### config.mk
export PLATFORM = sky130hd
export DESIGN_NAME = dmem_arbiter
export DESIGN_NICKNAME = d
export VERILOG_FILES = /design/src/rtl/dmem_arbiter.sv
export SDC_FILE = /design/constraint.sdc
export NUM_CORES = 1
export LEC_CHECK = 0
export BUFFER_PORTS_ARGS = -buffer_cell sky130_fd_sc_hd__buf_4
export CAP_MARGIN = 20
export CORE_AREA = 3 3 118 120
export DETAILED_ROUTE_END_ITERATION = 12
export DIE_AREA = 0 0 121 123
export PLACE_DENSITY_LB_ADDON = 0.08
export REMOVE_ABC_BUFFERS = 1
export SETUP_SLACK_MARGIN = 0.4
export SLEW_MARGIN = 20
export SYNTH_ARGS = -nofsm -noshare
export SYNTH_HDL_FRONTEND = slang
export SYNTH_SLANG_ARGS = --single-unit
### constraint.sdc
create_clock -name clk -period 3.1 [get_ports clk]
set_input_delay 0.465 -clock clk [delete_from_list [all_inputs] [get_ports clk]]
set_output_delay 0.465 -clock clk [all_outputs]
set_load 0.005 [all_outputs]
### src/rtl/dmem_arbiter.sv
// Two-requester arbiter for a single-port synchronous data SRAM: the CPU MEM stage has priority,
// and a starvation counter forces a grant to the external host after MAX_WAIT denied cycles.
module dmem_arbiter #(
  parameter int unsigned DATA_W   = 32,
  parameter int unsigned ADDR_W   = 32,
  parameter int unsigned MAX_WAIT = 4
) (
  input  logic              clk,
  input  logic              arst_n,
  input  logic              enable,
  // Pipeline MEM-stage port
  input  logic              cpu_req,
  input  logic              cpu_wen,
  input  logic [ADDR_W-1:0] cpu_addr,
  input  logic [DATA_W-1:0] cpu_wdata,
  output logic              cpu_gnt,
  output logic              cpu_stall,
  output logic              cpu_rvalid,
  output logic [DATA_W-1:0] cpu_rdata,
  // External host port
  input  logic              ext_req,
  input  logic              ext_wen,
  input  logic [ADDR_W-1:0] ext_addr,
  input  logic [DATA_W-1:0] ext_wdata,
  output logic              ext_gnt,
  output logic              ext_rvalid,
  output logic [DATA_W-1:0] ext_rdata,
  // SRAM port
  output logic [ADDR_W-1:0] mem_addr,
  output logic              mem_wen,
  output logic              mem_ren,
  output logic [DATA_W-1:0] mem_wdata,
  input  logic [DATA_W-1:0] mem_rdata,
  output logic [3:0]        ext_wait_cnt
);

  localparam logic [3:0] MaxWait = 4'(MAX_WAIT);

  typedef enum logic [0:0] {StNorm, StForce} state_e;
  typedef enum logic [1:0] {OwnNone, OwnCpu, OwnExt} owner_e;

  state_e            state_q, state_d;
  owner_e            owner_q, owner_d;
  logic [3:0]        wait_cnt_q, wait_cnt_d;
  logic [DATA_W-1:0] cpu_rdata_q, cpu_rdata_d;
  logic [DATA_W-1:0] ext_rdata_q, ext_rdata_d;

  // Grant decision
  always_comb begin
    cpu_gnt = 1'b0;
    ext_gnt = 1'b0;
    if (enable) begin
      if (state_q == StForce) begin
        if (ext_req) begin
          ext_gnt = 1'b1;
        end else if (cpu_req) begin
          cpu_gnt = 1'b1;
        end
      end else begin
        if (cpu_req) begin
          cpu_gnt = 1'b1;
        end else if (ext_req) begin
          ext_gnt = 1'b1;
        end
      end
    end
  end

  assign cpu_stall = cpu_req & ~cpu_gnt;

  // SRAM request mux; idle cycles drive zeros so the bus is quiet
  always_comb begin
    mem_addr  = '0;
    mem_wdata = '0;
    mem_wen   = 1'b0;
    mem_ren   = 1'b0;
    unique case ({cpu_gnt, ext_gnt})
      2'b10: begin
        mem_addr  = cpu_addr;
        mem_wdata = cpu_wdata;
        mem_wen   = cpu_wen;
        mem_ren   = ~cpu_wen;
      end
      2'b01: begin
        mem_addr  = ext_addr;
        mem_wdata = ext_wdata;
        mem_wen   = ext_wen;
        mem_ren   = ~ext_wen;
      end
      default: ;
    endcase
  end

  // Starvation counter and priority FSM; both freeze while disabled
  always_comb begin
    wait_cnt_d = wait_cnt_q;
    state_d    = state_q;
    if (enable) begin
      if (ext_req && !ext_gnt) begin
        wait_cnt_d = (wait_cnt_q == 4'hF) ? 4'hF : wait_cnt_q + 4'd1;
      end else begin
        wait_cnt_d = 4'd0;
      end
      unique case (state_q)
        StNorm: begin
          if (wait_cnt_d >= MaxWait) begin
            state_d = StForce;
          end
        end
        StForce: begin
          if (ext_gnt || !ext_req) begin
            state_d = StNorm;
          end
        end
        default: state_d = StNorm;
      endcase
    end
  end

  // Read return path: the owner of last cycle's read sees SRAM data, the other holds its value
  always_comb begin
    owner_d = OwnNone;
    if (mem_ren) begin
      owner_d = cpu_gnt ? OwnCpu : OwnExt;
    end
    cpu_rdata_d = cpu_rdata_q;
    ext_rdata_d = ext_rdata_q;
    if (owner_q == OwnCpu) begin
      cpu_rdata_d = mem_rdata;
    end
    if (owner_q == OwnExt) begin
      ext_rdata_d = mem_rdata;
    end
  end

  assign cpu_rvalid   = (owner_q == OwnCpu);
  assign ext_rvalid   = (owner_q == OwnExt);
  assign cpu_rdata    = cpu_rvalid ? mem_rdata : cpu_rdata_q;
  assign ext_rdata    = ext_rvalid ? mem_rdata : ext_rdata_q;
  assign ext_wait_cnt = wait_cnt_q;

  always_ff @(posedge clk or negedge arst_n) begin
    if (!arst_n) begin
      state_q     <= StNorm;
      owner_q     <= OwnNone;
      wait_cnt_q  <= 4'd0;
      cpu_rdata_q <= '0;
      ext_rdata_q <= '0;
    end else begin
      state_q     <= state_d;
      owner_q     <= owner_d;
      wait_cnt_q  <= wait_cnt_d;
      cpu_rdata_q <= cpu_rdata_d;
      ext_rdata_q <= ext_rdata_d;
    end
  end

  a_gnt_onehot: assert property (@(posedge clk) disable iff (!arst_n) !(cpu_gnt && ext_gnt));
  a_no_gnt_disabled: assert property (@(posedge clk) disable iff (!arst_n)
    !enable |-> !(cpu_gnt || ext_gnt || mem_wen || mem_ren));
  a_rw_excl: assert property (@(posedge clk) disable iff (!arst_n) !(mem_wen && mem_ren));

endmodule

==> flow_summary.json, run 1 <==
{
  "p_clk_share_pct": 31.0,
  "grt_remaining_overflow": 0,
  "seqCellArea_um2": 1780,
  "routedWlPerCell_um": 18.9,
  "fmax_mhz": 395,
  "first_global_vias": 3875,
  "clockRootBuffer": "clkbuf_16",
  "cts_tree": "yes",
  "dp_cells": 792,
  "drtIter0Drc": 226,
  "ys_warn_count": 0,
  "worstPathArrival_ns": 2.06,
  "area_growth_pct": 72.3,
  "nFillCells": 1205,
  "drc": 0,
  "maxSlewHeadroom_pct": 40.9,
  "start_util_pct": 29.5,
  "drv_slew": 0,
  "vias": 3797,
  "p_int_uw": 2700,
  "status": "completed",
  "dr.pass1.iters": 5,
  "crit_start": "state_q",
  "antenna_left": 0,
  "n_antenna_cell": 0,
  "std_cell_rows": 42,
  "place.gp.congestion": 0.908,
  "power_switching_uw": 869,
  "end_kind": "output pin",
  "cts_max_level": 3,
  "syn_avg_cell_area_um2": 11.5,
  "core_area_um2": 13100,
  "finish.utilization_pct": 50.8,
  "fin_total_pwr_uw": 3570,
  "synth_area_um2": 3860,
  "p_leak_uw": 0.00341,
  "port_buffers": 305,
  "start_kind": "flop",
  "period_needed_ns": 2.53,
  "rsz0062_at_grt": "false",
  "seqPwrFrac_pct": 34.6,
  "yosysMostFrequentCell": "dfrtp_1",
  "irDropWorstVdd_mv": 0.214,
  "reg2regPathDepth": 3,
  "layout.cells.non_filler": 810,
  "hold_violations": 0,
  "routed_wirelength_um": 15300,
  "worstPathRequired_ns": 2.63,
  "ys_types": 25,
  "hold_buffers": 0,
  "via_per_inst": 4.69,
  "rrSetupSlack_ns": 1.44,
  "p_sw_share_pct": 24.4,
  "max_cap_violations": 0,
  "clock_path_buffers": 2,
  "hp-class": "input pin to asynchronous set/reset pin",
  "critPathKind": "flop to output pin",
  "dieArea_um2": 14900,
  "r2r_end": "ext_rdata_q[26]",
  "clk_latency_ns": 0.32,
  "tightest_slew_ns": 0.887,
  "pin_count": 306,
  "grt_start_max_net_pins": 72,
  "setup_viol": 0,
  "hold_slack_ns": 0.267,
  "multi_input_area_um2": 1900,
  "period_share_pct": 81.6,
  "die_y_um": 123,
  "p_per_area_nw_per_um2": 536,
  "combPwrFrac_pct": 34.4,
  "nets": 799,
  "yosysTopAreaCell": "dfrtp_1",
  "grtUsageTotal_pct": 19.6,
  "synth_cells": 335,
  "synth-async-reset-ratio_pct": 100,
  "clock-sinks": 71,
  "yosys-top-cells-count": "dfrtp_1, nor2_1, a22oi_1",
  "synth.ff_latch_count": 71,
  "hpwlAfterDp_um": 12100,
  "synth_ff_type": "dfrtp_1",
  "crit_fanout": 62,
  "synth_edf_count": 0,
  "numCtsBuffers": 9,
  "yosysSeqAreaShare_pct": 46.0,
  "yosysTopAreaCellShare_pct": 46.0,
  "path_clk_slew_ns": 0.05,
  "grt_pass1_wl_um": 22000,
  "drive_above_1_share_pct": 62.3,
  "fin_worst_skew_ns": 0.00253,
  "antenna_found_initial": 1,
  "synth_area_leaders": "dfrtp_1, mux2_4, a22oi_1",
  "r2r_start": "owner_q[1]",
  "die_x_um": 121
}
cells in the final DEF, fill, tap and decap left out, drive strengths merged, types with 2 or more instances in the layout:
| cell | count |
|---|---|
| dfrtp | 71 |
| nand3 | 2 |
| nor2 | 68 |
| o21ai | 6 |
| a21oi | 3 |
| a22oi | 65 |
| nand2 | 2 |
| nand2b | 4 |
| clkbuf | 13 |
| mux2 | 64 |
| buf | 313 |
| ha | 3 |
| inv | 8 |
| bufinv | 2 |
worst max-delay path, stage by stage, from the launching register on:
cell and delay, ns:
dfrtp_1 0.41, o211ai_1 0.24, inv_1 0.11, ha_2 0.41
buf_12 0.27, nor2_1 0.12, buf_4 0.15
metal layers:
layer	track usage (%)	share of wire (%)	wire length, um	vias to the layer above
met5	0	0.072	11	-
met4	8.14	3.1	470	2
met3	8.69	10	1530	33
met2	32.5	50	7630	193
met1	21.9	37	5670	1785
li1	-	-	-	1784
power by group through the flow:
stage	registers, uW	clock network [uW]	logic (uW)
floorplan	1220	0	530
global placement	1240	0	1230
detailed placement	1250	0	1240
CTS	1240	1140	1250
global route	1260	1190	1330
finish	1230	1110	1230
kinds of logic after synthesis:
group / Yosys count / synth area share [%]
flops: 71 / 46.0
mux: 64 / 24.3
buf+inv: 38 / 5.44
fa+ha+maj: 3 / 0.972
simple gates: 79 / 8.30
compound gates: 80 / 15.0
state kept, by name (all words and copies together) (netlist names):
signal,count
cpu_rdata_q,32
ext_rdata_q,32
ext_wait_cnt,4
owner_q,2
state_q,1
metrics by stage:
stage | cell area, um2 | setup WS, ns | TNS (ns)
after CTS | 6640 | 0.462 | 0
after global routing | 6650 | 0.443 | 0
final | 6650 | 0.571 | 0
after global placement | 6300 | 0.578 | 0
after detailed placement | 6300 | 0.580 | 0
after floorplan | 3680 | -0.492 | -16.41
how the worst max path moves through the flow:
| stage | slack [ns] | to | cells past startpoint |
|---|---|---|---|
| 5_1_grt | 0.44 | mem_addr[25] | 6 |
| 3_5_place_dp | 0.58 | mem_addr[20] | 9 |
| 2_1_floorplan | -0.49 | cpu_rdata[0] | 2 |
| 4_1_cts | 0.46 | mem_addr[25] | 6 |
| 6_report | 0.57 | mem_addr[25] | 6 |
| 3_3_place_gp | 0.58 | mem_addr[23] | 9 |
final cells by class:
cell class,instances,share of cell area [%]
repair buffers,313,36.1
multi-input cells,226,28.6
flip-flops and latches,71,26.7
clock buffers,13,3.91
well taps,176,3.31
clock inverters,3,0.978
inverters,8,0.451
timing repair:
action	CTS	global route
pin swaps	0	2
buffers inserted	0	2
gates resized for setup	1	0
endpoints found under the setup margin	4	62
Power figures use the tool's default switching activity.
==> inputs of run 2 (changes only) <==
==> constraint.sdc (replaced) <==
create_clock -name clk -period 2.22 [get_ports clk]
set_input_delay 0.333 -clock clk [delete_from_list [all_inputs] [get_ports clk]]
set_output_delay 0.333 -clock clk [all_outputs]
set_load 0.005 [all_outputs]
==> run 2 against run 1 <==
The run now ends with negative setup slack left. Register-to-register slack got worse by 0.95 ns. Sequential power is 41% higher. Clock skew rose by 0.00077 ns.
==> flow_summary.json, run 2 (synthesis results as in run 1) <==
{
  "status": "finished, violations left",
  "violations": "negative setup slack",
  "worstPathRequired_ns": 1.89,
  "crit_chain": "o211ai_1 > inv_1 > ha_4 > buf_12 > clkbuf_16 > a22oi_1 > nor2_1 > buf_4",
  "rrSetupSlack_ns": 0.49,
  "end_kind": "output pin",
  "use_met3_pct": 7.78,
  "cts_max_level": 3,
  "layout_common_cells": "buf_4, buf_6, dfrtp_1",
  "die_x_um": 121,
  "numCtsBuffers": 9,
  "top_usage_layer": "met2",
  "via_per_inst": 4.81,
  "path_clk_slew_ns": 0.05,
  "critPathKind": "flop to output pin",
  "fmax_mhz": 435,
  "start_kind": "flop",
  "use_met1_pct": 25.5,
  "port_buffers": 305,
  "fin_total_pwr_uw": 5460,
  "area_growth_pct": 114,
  "r2r_start": "state_q",
  "antenna_found_initial": 0,
  "maxSlewHeadroom_pct": 79.7,
  "grt_pass1_wl_um": 24900,
  "fin_worst_skew_ns": 0.00331,
  "dr.pass1.iters": 4,
  "hold_depth": 2,
  "vias": 4240,
  "die_y_um": 123,
  "p_int_uw": 4020,
  "routed_wirelength_um": 18800,
  "rsz0062_at_grt": "true",
  "worstPathArrival_ns": 1.97,
  "std_cell_rows": 42,
  "max_cap_violations": 0,
  "r2r_end": "owner_q[0]",
  "drv_slew": 0,
  "start_util_pct": 29.5,
  "min_to": "ext_wait_cnt[3]",
  "irDropWorstVdd_mv": 0.357,
  "dp_slack_ns": 0.0135,
  "crit_fanout": 8,
  "power_switching_uw": 1450,
  "slowest_delay_ns": 0.41,
  "period_share_pct": 104,
  "drive_above_1_share_pct": 71.9,
  "clock-sinks": 71,
  "setup_viol": 56,
  "drtIter0Drc": 262,
  "period_needed_ns": 2.30,
  "seqPwrFrac_pct": 31.6,
  "n_antenna_cell": 0,
  "hp-class": "input pin to flop",
  "crit_slowest_cell": "dfrtp_1",
  "routedWlPerCell_um": 21.3,
  "core_area_um2": 13100,
  "p_clk_share_pct": 23.2,
  "hold_violations": 0,
  "pin_count": 306,
  "clk_latency_ns": 0.32,
  "grtUsageMet2_pct": 38.0,
  "fin_ws_ns": -0.0813,
  "combPwrFrac_pct": 45.2,
  "cts_tree": "yes",
  "place.gp.congestion": 0.901,
  "final_common_cell": "buf_4",
  "hp-start": "enable",
  "reg2regPathDepth": 8,
  "antenna_left": 0,
  "nets": 870,
  "p_leak_uw": 0.00408,
  "p_sw_share_pct": 26.5,
  "first_global_vias": 4287,
  "grtUsageTotal_pct": 22.1,
  "clockRootBuffer": "clkbuf_16",
  "tightest_slew_ns": 0.304,
  "dieArea_um2": 14900,
  "p_per_area_nw_per_um2": 661,
  "drc": 0,
  "hpwlAfterDp_um": 11600,
  "grt_remaining_overflow": 0,
  "nFillCells": 1060,
  "hold_slack_ns": 0.256,
  "grt_start_max_net_pins": 56,
  "clock_path_buffers": 2
}
-- run 2: cell count changes in the layout (fill, tap and decap cells not counted), moves of 6 or more --
cell	before	now
mux2_4	58	64
nor2_1	68	60
buf_4	309	266
clkbuf_16	9	19
buf_12	4	14
buf_16	0	12
mux2_2	6	0
a22oi_2	0	32
a22oi_1	65	33
buf_6	0	78
-- run 2: layer usage --
layer | vias up | routed length [um]
met4 | 0 | 564
met2 | 206 | 9780
li1 | 1941 | -
met1 | 2063 | 6810
met3 | 30 | 1610
met5 | - | 0
-- run 2: worst max-delay path by stage --
stage | start | endpoint | slack (ns)
6_report | state_q | mem_wdata[29] | -0.08
5_1_grt | state_q | mem_addr[5] | -0.18
4_1_cts | state_q | mem_addr[5] | -0.09
3_5_place_dp | cpu_req | mem_addr[5] | 0.01
3_3_place_gp | cpu_req | mem_addr[5] | 0.09
2_1_floorplan | owner_q[1] | cpu_rdata[0] | -1.24
-- run 2: stage by stage --
stage / std cells / TNS [ns] / instance area [um2] / util, %
after floorplan: 305 / -97.78 / 3680 / -
after global routing: 881 / -8.57 / 8260 / 63.1
after detailed placement: 794 / 0 / 6350 / 48.6
after CTS: 852 / -3.04 / 7610 / 58.2
final: 881 / -2.34 / 8260 / 63.1
after global placement: 794 / 0 / 6350 / 48.6
-- run 2: repair_timing --
item	in CTS	in global routing
gates cloned	13	13
pin swaps	3	5
setup buffers	28	16
hold buffers	1	0
endpoints found under the hold margin	16	0
resized for setup	99	50
endpoints found under the setup margin	130	130
-- run 2: critical path, delay by kind of cell (launching register included) --
family          cells  cell delay, ns
flops               1            0.41
simple gates        1            0.06
buf+inv             4            0.58
compound gates      2            0.35
fa+ha+maj           1            0.23
-- run 2: power groups by stage --
stage / Sequential (uW) / Clock, uW / Combinational, uW
floorplan: 1710 / 0 / 740
global placement: 1730 / 0 / 1730
detailed placement: 1740 / 0 / 1750
CTS: 1720 / 1300 / 2240
global route: 1770 / 1360 / 2620
finish: 1730 / 1260 / 2470
-- run 2: area by class of cell --
class	instances	area, um2	share of cell area, %
repair buffers	384	3830	46.3
multi-input cells	226	2150	26.0
flip-flops and latches	71	1780	21.5
clock buffers	12	236	2.86
well taps	176	220	2.67
inverters	8	30.0	0.363
clock inverters	4	22.5	0.273
